==> src/rtl/ws2812_chain_ctrl_if.sv <==
// Host-side bundle for the WS2812 chain controller: pixel write port,
// frame request, and the status/serial outputs coming back from the controller.
interface ws2812_chain_ctrl_if #(
  parameter int ADDR_W = 3
);
  logic              wr_en;
  logic [ADDR_W-1:0] wr_addr;
  logic [23:0]       wr_data;
  logic              start;
  logic              busy;
  logic              done;
  logic              rgb;

  modport master (
    output wr_en, wr_addr, wr_data, start,
    input  busy, done, rgb
  );

  modport slave (
    input  wr_en, wr_addr, wr_data, start,
    output busy, done, rgb
  );
endinterface

==> src/rtl/ws2812_chain_ctrl.sv <==
// Frame controller for a daisy chain of WS2812-style LEDs on one data pin.
// Holds a 24-bit GRB buffer per LED, serialises the whole chain MSB-first with
// fixed-length bit cells, then holds the line low for the latch interval.
// Optional build macro WS2812_CHAIN_AUTO_REFRESH_EN: resend the frame after
// REFRESH_TICKS idle cycles without a host start.
module ws2812_chain_ctrl #(
  parameter int NUM_LEDS      = 8,
  parameter int ADDR_W        = 3,
  parameter int TICKS_T0H     = 8,
  parameter int TICKS_T1H     = 32,
  parameter int TICKS_BIT     = 40,
  parameter int TICKS_RESET   = 9000,
  parameter int REFRESH_TICKS = 1000000
) (
  input  logic               clk,
  input  logic               rst_n,
  ws2812_chain_ctrl_if.slave bus
);

  localparam int LED_W  = (NUM_LEDS > 1) ? $clog2(NUM_LEDS) : 1;
  localparam int TMAX_A = (TICKS_BIT > TICKS_RESET) ? TICKS_BIT : TICKS_RESET;
  localparam int TMAX   = (TMAX_A > REFRESH_TICKS) ? TMAX_A : REFRESH_TICKS;
  localparam int TICK_W = $clog2(TMAX + 1);

  localparam logic [TICK_W-1:0] TICK_ONE = TICK_W'(1);
  localparam logic [TICK_W-1:0] T0H_T    = TICK_W'(TICKS_T0H);
  localparam logic [TICK_W-1:0] T1H_T    = TICK_W'(TICKS_T1H);
  localparam logic [TICK_W-1:0] T0L_T    = TICK_W'(TICKS_BIT - TICKS_T0H);
  localparam logic [TICK_W-1:0] T1L_T    = TICK_W'(TICKS_BIT - TICKS_T1H);
  localparam logic [TICK_W-1:0] TRST_T   = TICK_W'(TICKS_RESET);
  localparam logic [LED_W-1:0]  LED_LAST = LED_W'(NUM_LEDS - 1);

  localparam logic [2:0] S_IDLE  = 3'd0;
  localparam logic [2:0] S_LOAD  = 3'd1;
  localparam logic [2:0] S_HIGH  = 3'd2;
  localparam logic [2:0] S_LOW   = 3'd3;
  localparam logic [2:0] S_LATCH = 3'd4;

  logic [2:0]        state, state_nxt;
  logic [TICK_W-1:0] tick, tick_nxt;
  logic [23:0]       shift, shift_nxt;
  logic [4:0]        bit_idx, bit_nxt;
  logic [LED_W-1:0]  led_idx, led_nxt;
  logic              pending, pending_nxt;
  logic              done_nxt;
  logic              rgb_q, busy_q, done_q;

  logic [ADDR_W-1:0]             wr_addr;
  logic                          wr_ok;
  logic [NUM_LEDS-1:0][23:0]     pix_flat;
  logic [LED_W-1:0]              fetch_idx;
  logic [23:0]                   fetch_pix;
  logic [TICK_W-1:0]             hi_len, lo_len;
  logic                          go;

  assign wr_addr = bus.wr_addr;
  // Addresses past the end of the chain are silently dropped.
  assign wr_ok   = bus.wr_en && (32'(wr_addr) < NUM_LEDS);

  for (genvar g = 0; g < NUM_LEDS; g++) begin : g_pix
    logic [23:0] q;
    // Pixel entry g: written by the host at any time, cleared by reset.
    always_ff @(posedge clk or negedge rst_n) begin
      if (!rst_n) begin
        q <= '0;
      end else if (wr_ok && (32'(wr_addr) == 32'(g))) begin
        q <= bus.wr_data;
      end
    end
    assign pix_flat[g] = q;
  end

  // Pick the pixel about to be loaded into the shifter; a write to that LED in
  // the same cycle wins so the host never loses a late update.
  always_comb begin
    fetch_idx = (state == S_LOAD) ? '0 : led_idx + 1'b1;
    fetch_pix = pix_flat[fetch_idx];
    if (wr_ok && (32'(wr_addr) == 32'(fetch_idx))) begin
      fetch_pix = bus.wr_data;
    end
  end

`ifdef WS2812_CHAIN_AUTO_REFRESH_EN
  localparam int RF_W = $clog2(REFRESH_TICKS + 1);
  logic [RF_W-1:0] idle_cnt;
  logic            refresh_hit;

  assign refresh_hit = (state == S_IDLE) && (idle_cnt == RF_W'(REFRESH_TICKS - 1));

  // Count consecutive idle cycles; restarts whenever the controller leaves IDLE.
  always_ff @(posedge clk or negedge rst_n) begin
    if (!rst_n) begin
      idle_cnt <= '0;
    end else if ((state != S_IDLE) || refresh_hit) begin
      idle_cnt <= '0;
    end else begin
      idle_cnt <= idle_cnt + 1'b1;
    end
  end

  assign go = bus.start | refresh_hit;
`else
  assign go = bus.start;
`endif

  // Frame sequencer: bit cell timing, LED stepping, latch and pending requests.
  always_comb begin
    state_nxt   = state;
    tick_nxt    = tick;
    shift_nxt   = shift;
    bit_nxt     = bit_idx;
    led_nxt     = led_idx;
    pending_nxt = pending;
    done_nxt    = 1'b0;
    hi_len      = shift[23] ? T1H_T : T0H_T;
    lo_len      = shift[23] ? T1L_T : T0L_T;

    if ((state != S_IDLE) && bus.start) begin
      pending_nxt = 1'b1;
    end

    case (state)
      S_IDLE: begin
        pending_nxt = 1'b0;
        if (go) begin
          state_nxt = S_LOAD;
        end
      end
      S_LOAD: begin
        shift_nxt = fetch_pix;
        led_nxt   = '0;
        bit_nxt   = '0;
        tick_nxt  = TICK_ONE;
        state_nxt = S_HIGH;
      end
      S_HIGH: begin
        if (tick == hi_len) begin
          tick_nxt  = TICK_ONE;
          state_nxt = S_LOW;
        end else begin
          tick_nxt = tick + 1'b1;
        end
      end
      S_LOW: begin
        if (tick == lo_len) begin
          tick_nxt = TICK_ONE;
          if (bit_idx != 5'd23) begin
            shift_nxt = {shift[22:0], 1'b0};
            bit_nxt   = bit_idx + 1'b1;
            state_nxt = S_HIGH;
          end else if (led_idx < LED_LAST) begin
            shift_nxt = fetch_pix;
            led_nxt   = led_idx + 1'b1;
            bit_nxt   = '0;
            state_nxt = S_HIGH;
          end else begin
            state_nxt = S_LATCH;
          end
        end else begin
          tick_nxt = tick + 1'b1;
        end
      end
      S_LATCH: begin
        if (tick == TRST_T) begin
          done_nxt = 1'b1;
          if (pending || bus.start) begin
            pending_nxt = 1'b0;
            state_nxt   = S_LOAD;
          end else begin
            state_nxt = S_IDLE;
          end
        end else begin
          tick_nxt = tick + 1'b1;
        end
      end
      default: begin
        state_nxt   = S_IDLE;
        pending_nxt = 1'b0;
      end
    endcase
  end

  // Control state and registered outputs; rgb/busy follow the state being entered.
  always_ff @(posedge clk or negedge rst_n) begin
    if (!rst_n) begin
      state   <= S_IDLE;
      tick    <= '0;
      bit_idx <= '0;
      led_idx <= '0;
      pending <= 1'b0;
      rgb_q   <= 1'b0;
      busy_q  <= 1'b0;
      done_q  <= 1'b0;
    end else begin
      state   <= state_nxt;
      tick    <= tick_nxt;
      bit_idx <= bit_nxt;
      led_idx <= led_nxt;
      pending <= pending_nxt;
      rgb_q   <= (state_nxt == S_HIGH);
      busy_q  <= (state_nxt != S_IDLE);
      done_q  <= done_nxt;
    end
  end

  // Pixel shifter; always reloaded in LOAD before it is used.
  always_ff @(posedge clk) begin
    shift <= shift_nxt;
  end

  assign bus.rgb  = rgb_q;
  assign bus.busy = busy_q;
  assign bus.done = done_q;

endmodule
==> src/flat_wrapper.sv <==
// flat-port wrapper written by rule: the top's interface ports become plain ports
module ws2812_chain_ctrl_flat 
#(
  parameter int NUM_LEDS      = 8,
  parameter int ADDR_W        = 3,
  parameter int TICKS_T0H     = 8,
  parameter int TICKS_T1H     = 32,
  parameter int TICKS_BIT     = 40,
  parameter int TICKS_RESET   = 9000,
  parameter int REFRESH_TICKS = 1000000
)
  (clk, rst_n, bus_wr_en, bus_wr_addr, bus_wr_data, bus_start, bus_busy, bus_done, bus_rgb);
  ws2812_chain_ctrl_if #(.ADDR_W(ADDR_W)) bus_i ();
  input  logic clk;
  input  logic rst_n;
  input wire logic [$bits(bus_i.wr_en)-1:0] bus_wr_en;
  input wire logic [$bits(bus_i.wr_addr)-1:0] bus_wr_addr;
  input wire logic [$bits(bus_i.wr_data)-1:0] bus_wr_data;
  input wire logic [$bits(bus_i.start)-1:0] bus_start;
  output wire logic [$bits(bus_i.busy)-1:0] bus_busy;
  output wire logic [$bits(bus_i.done)-1:0] bus_done;
  output wire logic [$bits(bus_i.rgb)-1:0] bus_rgb;
  assign bus_i.wr_en = bus_wr_en;
  assign bus_i.wr_addr = bus_wr_addr;
  assign bus_i.wr_data = bus_wr_data;
  assign bus_i.start = bus_start;
  assign bus_busy = bus_i.busy;
  assign bus_done = bus_i.done;
  assign bus_rgb = bus_i.rgb;
  ws2812_chain_ctrl #(.NUM_LEDS(NUM_LEDS), .ADDR_W(ADDR_W), .TICKS_T0H(TICKS_T0H), .TICKS_T1H(TICKS_T1H), .TICKS_BIT(TICKS_BIT), .TICKS_RESET(TICKS_RESET), .REFRESH_TICKS(REFRESH_TICKS)) u_core (.clk(clk), .rst_n(rst_n), .bus(bus_i));
endmodule
==> config.mk <==
export PLATFORM = sky130hd
export DESIGN_NAME = ws2812_chain_ctrl_flat
export DESIGN_NICKNAME = d
export VERILOG_FILES = /design/src/rtl/ws2812_chain_ctrl_if.sv /design/src/rtl/ws2812_chain_ctrl.sv /design/src/flat_wrapper.sv
export SDC_FILE = /design/constraint.sdc
export NUM_CORES = 1
export LEC_CHECK = 0
export CAP_MARGIN = 40
export CORE_MARGIN = 10
export CORE_UTILIZATION = 50
export DETAILED_ROUTE_END_ITERATION = 12
export GPL_TIMING_DRIVEN = 0
export MAX_ROUTING_LAYER = met4
export PLACE_DENSITY = 0.73
export SLEW_MARGIN = 20
export SYNTH_ARGS = -nofsm -noshare
export SYNTH_HDL_FRONTEND = slang
export SYNTH_SLANG_ARGS = --single-unit
==> constraint.sdc <==
create_clock -name clk -period 2.7 [get_ports clk]
set_clock_uncertainty 0.15 [all_clocks]
set_input_delay 0.27 -clock clk [delete_from_list [all_inputs] [get_ports clk]]
set_output_delay 0.27 -clock clk [all_outputs]
set_load 0.02 [all_outputs]
# == Word-level counts from Yosys, hierarchy flattened ==
# Cells that the tools add are included.
# totals
regBits,251
out_inout_bits,3
word_cells,101
# classes
n_addsub,3
magnitude_cmp,2
n_eq_ne,22
muxes,36
reduce_logical,21
# ops
operator,n
24-bit two-way mux,5
20-bit case mux with 4 select lines,1
24-bit binary-select mux with 3-bit select,1
20-bit two-way mux,3
24-bit case mux with 2 select lines,1
20-bit equality test,2
3-bit two-way mux,10
"20-bit by 1-bit adder with 20-bit output, second input constant",1
"20-bit by 14-bit equality test with 1-bit output, second input constant",1
"3-bit by 2-bit equality test with 1-bit output, second input constant",5
"3-bit equality test, second input constant",5
5-bit two-way mux,3
3-bit case mux with 5 select lines,1
6-bit two-way mux,2
1-bit logical AND,10
5-bit case mux with 2 select lines,1
"3-bit by 1-bit equality test with 1-bit output, second input constant",2
3-bit zero test,2
1-bit two-way mux,6
3-bit case mux with 2 select lines,1
3-bit nonzero test,2
"5-bit by 1-bit adder with 5-bit output, second input constant",1
"5-bit != test, second input constant",1
"3-bit by 4-bit < comparator with 1-bit output, second input constant",1
14 further kinds,16

# == Logic depth before layout (Yosys ltp) ==
# depth
depth_word,9
depth_mapped,9
depth_no_buf,7

# == Least setup slack after synthesis ==
# No wires, ideal clock.
# synth_path
kind,register to register
from,register u_core.tick[0]
to,register u_core.shift[0] (enable)
setup_time_ps,379
t_arrival_ps,1973
required_ps,2171
slack_ps,198
path_stages_with_launch,8
n_path_buf,1
synth_period_minus_slack_ps,2502
cell_sequence,dfrtp_1 inv_1 ha_1 nor4b_1 and2_1 a41oi_1 clkbuf_1 inv_1
# synth_between
elab_chain_len,3
# synth_lines
item,line,text
start: declaration,ws2812_chain_ctrl.sv:40,"logic [TICK_W-1:0] tick, tick_nxt;"
start signal: assignment,ws2812_chain_ctrl.sv:196,tick <= tick_nxt;
20-bit equality test,ws2812_chain_ctrl.sv:145,if (tick == lo_len) begin
2-bit by 1-bit != test with 1-bit output (no source line),-,
3-bit AND reduction (no source line),-,
end signal: assignment,ws2812_chain_ctrl.sv:208,shift <= shift_nxt;
end: declaration,ws2812_chain_ctrl.sv:41,"logic [23:0] shift, shift_nxt;"
# Every way passes these cells.
# A chain may end at the register's enable or synchronous reset.

# == Worst setup path after layout ==
# layout_path
from,register u_core.state[1]
to,"register u_core.shift[1], data pin"
# layout_between
elab_chain_len,9
# layout_lines
item,line,text
start: declaration,ws2812_chain_ctrl.sv:39,"logic [2:0] state, state_nxt;"
start signal: assignment,ws2812_chain_ctrl.sv:195,state <= state_nxt;
3-bit by 1-bit equality test with 1-bit output,"ws2812_chain_ctrl.sv:76, ws2812_chain_ctrl.sv:122",
3-bit two-way mux,ws2812_chain_ctrl.sv:76,fetch_idx = (state == S_LOAD) ? '0 : led_idx + 1'b1;
24-bit binary-select mux with 3-bit select / 3-bit equality test (equally long branches),"ws2812_chain_ctrl.sv:77, ws2812_chain_ctrl.sv:78",
24-bit two-way mux (implied by the code) / 1-bit logical AND (equally long branches),"ws2812_chain_ctrl.sv:77, ws2812_chain_ctrl.sv:78",
24-bit two-way mux,ws2812_chain_ctrl.sv:78,if (wr_ok && (32'(wr_addr) == 32'(fetch_idx))) begin
24-bit two-way mux,ws2812_chain_ctrl.sv:151,end else if (led_idx < LED_LAST) begin
24-bit two-way mux,ws2812_chain_ctrl.sv:147,if (bit_idx != 5'd23) begin
24-bit two-way mux,ws2812_chain_ctrl.sv:145,
24-bit case mux with 2 select lines *,ws2812_chain_ctrl.sv:122,case (state)
via u_core.shift_nxt[1],ws2812_chain_ctrl.sv:41,
# Mark *: on every way through the listed nets, which the timed path passes. The rest lies on a longest branch. The select of a mux whose other input is x is not followed.

==> key figures <==
Synthesis
  – Dominant synthesized flop cell: dfrtp_1
  – Largest family of logic cells by synthesized area: multiplexers
  – Synth Area in XOR/XNOR: 1.40%
  – Syn Nets: 1060
  – Compound-Gate Fraction of Synth Area: 12.4%
  – Seq/Total Area, Yosys: 53.7%
  – Number of enable flip-flop cells after synthesis: 24
  – Ys Warns: 0
  – Top cells by area, synth: dfrtp_1 48%, mux2_2 10%, edfxtp_1 6.0%, mux4_2 4.3%, o21ai_0 4.1%
  – Post-synth top area share: 47.7%
  – Netlist Area Pre-Place: 11900 sq um
  – Area leader, netlist: dfrtp_1
  – Syn_area_per_cell: 11.6 sq um
  – Post-synthesis simple-gate area fraction: 11.2%
  – Share of synthesized registers carrying an async set or reset: 90.4%
  – Cell variety after synth: 67
  – Mux cell area share after synthesis: 16.8%
  – Seq cells post-synth: 251
  – Post-synthesis adder-cell area fraction: 0.420%
  – Post-Syn Instances: 1025

Cells and area
  – Leading cell type in the layout, fill and taps excluded: dfrtp_1
  – Design Area, Final: 13700 sq um
  – # fillers: 1926
  – Fin nets: 1128
  – # diodes: 0
  – Most frequent cells in the layout: 227 x dfrtp_1, 109 x nand2_1, 106 x mux2_2
  – Ratio of cells with drive above 1 in the final layout: 22.3%
  – Area Growth Syn to Fin: 15.3%

Pwr
  – Seq pwr share: 42.4%
  – P_sw: 3530 uW
  – Sw frac: 29.5%
  – Leakage: 0.00589 uW
  – Clock network power share: 32.0%
  – Pint: 8450 uW
  – Combinational Power Share: 25.5%
  – Cell Pwr Density: 872 nW/um^2
  – Worst VDD drop: 0.550 mV

Critical path
  – Crit. End Element: register
  – Crit Path Max Fanout: 10
  – Critical path data required time: 2.85 ns
  – Setup CP Type: register to register
  – Critical path depth in cells: 8
  – Critical path launch point type: register
  – R2R Path Start: u_core.state[1]
  – R2R setup slack: 0.05 ns
  – Worst Path Arrival: 2.80 ns
  – Crit-path cells: buf_6 > or3b_4 > and2_1 > buf_6 > clkbuf_2 > a21oi_1 > a22oi_1 > a221oi_1
  – Critical R2R Capture: u_core.shift[1]
  – CP delay by family, top: compound AO/OA/AOI/OAI gates
  – Critical Path Most Common Cell: buf_6
  – Crit. Startpoint: u_core.state[1]
  – CP Capture Point: u_core.shift[1]
  – CP peak stage delay: 0.43 ns
  – Slowest cell on the critical path: or3b_4
  – Cells on worst reg2reg path: 8
  – CP Buf/Inv Count: 3

Timing
  – Tmin final: 2.65 ns
  – Worst Max-Slew Pin Slew: 0.886 ns
  – F_max: 377 MHz
  – Period utilization: 98.2%
  – Max-slew violations: 0
  – Rel. slew slack: 40.9%
  – RSZ-0062 raised after global routing: false
  – Final hold vios: 0
  – Setup violations, final: 0
  – WHS: 0.123 ns

Detailed routing
  – Drt pass-1 iters: 5
  – Post-Route WL: 30.5 mm
  – DR DRC count: 0
  – Vias: 8601
  – Number of DRC markers in iteration 0: 790
  – Via density: 6.01
  – Antenna Nets Post-Route: 0
  – Routed len/inst: 21.3 um

Floorplan
  – Core area: 23500 sq um
  – Die Ht: 174 um
  – Rows: 56
  – Initial Util: 50.8%
  – Die Width: 174 um
  – Io pins: 34
  – Die area: 30400 sq um

Placement
  – Routability cong.: 0.861
  – Post-DP Area: 12700 sq um
  – PortBufs: 31
  – Post-DP HPWL: 20.1 mm

Global route
  – Largest net degree at the start of global routing: 97
  – Overall Global Routing Usage: 20.2%
  – Vias in the first global route: 8768
  – Initial antenna violation count: 0
  – First-pass GRT wire length: 48.3 mm
  – Global route overflow: 0

Clocking
  – H-tree lvl count: 1
  – CTS tree: yes
  – Latest clock arrival within the worst-skew pair: 0.54 ns
  – CTS Root Cell: clkbuf_16
  – Clock Tree Buf Depth: 3
  – TritonCTS buffer count: 28
  – # clock sinks: 251
  – Clock-pin slew on the worst setup and hold paths: 0.06 ns

Job
  – Max-Cap Viols: 0

Run status
  – Outcome: finished clean

Hold path
  – HP Class: input pin to asynchronous set/reset pin
[worst register-to-register path, delay by kind of cell, from the launching register on]
kind	cells	cell delay, ns
AO/OA/AOI/OAI	3	0.72
AND/OR/NAND/NOR	2	0.64
buffers and inverters	3	0.53
flip-flops	1	0.37
[cell usage after synthesis, types with 3 or more instances]
library cell and instances:
dfrtp_1 227, nand2_1 109, mux2_2 106, o21ai_0 98, nor2_1 61, clkbuf_1 37
a21oi_1 31, inv_1 29, mux2i_1 29, a211o_1 24, edfxtp_1 24, a22oi_1 23
mux4_2 23, and3_1 22, buf_2 22, nand3_1 16, a221oi_1 13, buf_6 11
xor2_1 11, a221oi_2 9, nand4_1 8, nor3_1 8, xnor2_1 8, and2_1 5
ha_1 4, nand2b_1 4, nand3b_1 4, nor2b_1 4, nor3b_1 4, nor4_1 4
and4_1 3
[what timing repair did]
| action | 4_1_cts | 5_1_grt |
|---|---|---|
| endpoints found under the hold margin | 71 | 0 |
| pin swaps | 1 | 0 |
| resized for setup | 7 | 9 |
| hold buffers | 1 | 0 |
| setup endpoints to repair | 58 | 59 |
| buffers inserted | 1 | 0 |
[cell type report]
cell class	instances	area (sq um)	area share, %
well taps	319	399	2.90
flip-flops and latches	251	6400	46.6
clock inverters	9	100	0.728
multi-input cells	674	5070	36.9
inverters	30	116	0.847
plain buffers	69	382	2.78
repair buffers	39	449	3.27
clock buffers	41	831	6.04
[power by group through the flow]
stage	Combinational, uW	Sequential [uW]	Clock [uW]
4_1_cts	3030	5080	3880
6_report	3060	5080	3830
2_1_floorplan	2160	5030	0
5_1_grt	3350	5160	4010
3_5_place_dp	2960	5140	0
3_3_place_gp	2840	5110	0
[cells by family (layout without fill, tap and decap cells)]
family,Yosys count,count (layout)
and+or+nand+nor,272,272
DFF,251,251
AOI/OAI and AO/OA,221,221
muxes,158,158
buffers and inverters,100,188
xor gates and xnor gates,19,19
adders and majority gates,4,4
[registers in the layout, indices dropped and copies added (netlist names)]
| name | count |
|---|---|
| u_core.state | 3 |
| u_core.g_pix.q | 192 |
| u_core.bus.done | 1 |
| u_core.led_idx | 3 |
| u_core.tick | 20 |
| u_core.pending | 1 |
| u_core.bus.busy | 1 |
| u_core.shift | 24 |
| u_core.bus.rgb | 1 |
| u_core.bit_idx | 5 |
[through the flow]
stage	instances	power (uW)	setup TNS (ns)	setup WS [ns]	utilization (%)
after floorplan	1025	7190	0	0.198	-
after global placement	1375	7960	-1962.91	-8.49	53.8
after detailed placement	1379	8100	-23.26	-0.418	54.2
after CTS	1431	12000	0	0.0000702	58.4
after global routing	1432	12500	0	0.00759	58.6
final	1432	12000	0	0.0491	58.6
[how the worst min path moves through the flow]
| stage | startpoint | end | slack (ns) | cells after the start |
|---|---|---|---|---|
| 6_report | rst_n | u_core.state[0] | 0.12 | 2 |
| 3_5_place_dp | rst_n | u_core.state[0] | 0.11 | 1 |
| 4_1_cts | bus_wr_addr[0] | u_core.g_pix[2].q[1] | 0.11 | 3 |
| 2_1_floorplan | rst_n | u_core.bit_idx[0] | -0.18 | 0 |
| 3_3_place_gp | u_core.g_pix[5].q[18] | u_core.g_pix[5].q[18] | 0.31 | 2 |
| 5_1_grt | bus_wr_addr[0] | u_core.g_pix[2].q[1] | 0.15 | 3 |
[per-layer routing]
metal / up-vias / part of all wire [%] / GRT usage (%)
li1: 3864 / - / -
met1: 4388 / 44 / 26.7
met2: 302 / 48 / 31.6
met3: 47 / 6.1 / 3.36
met4: 0 / 2.3 / 5.74
met5: - / 0 / -
Note: power is estimated with default switching activity, not from simulation.
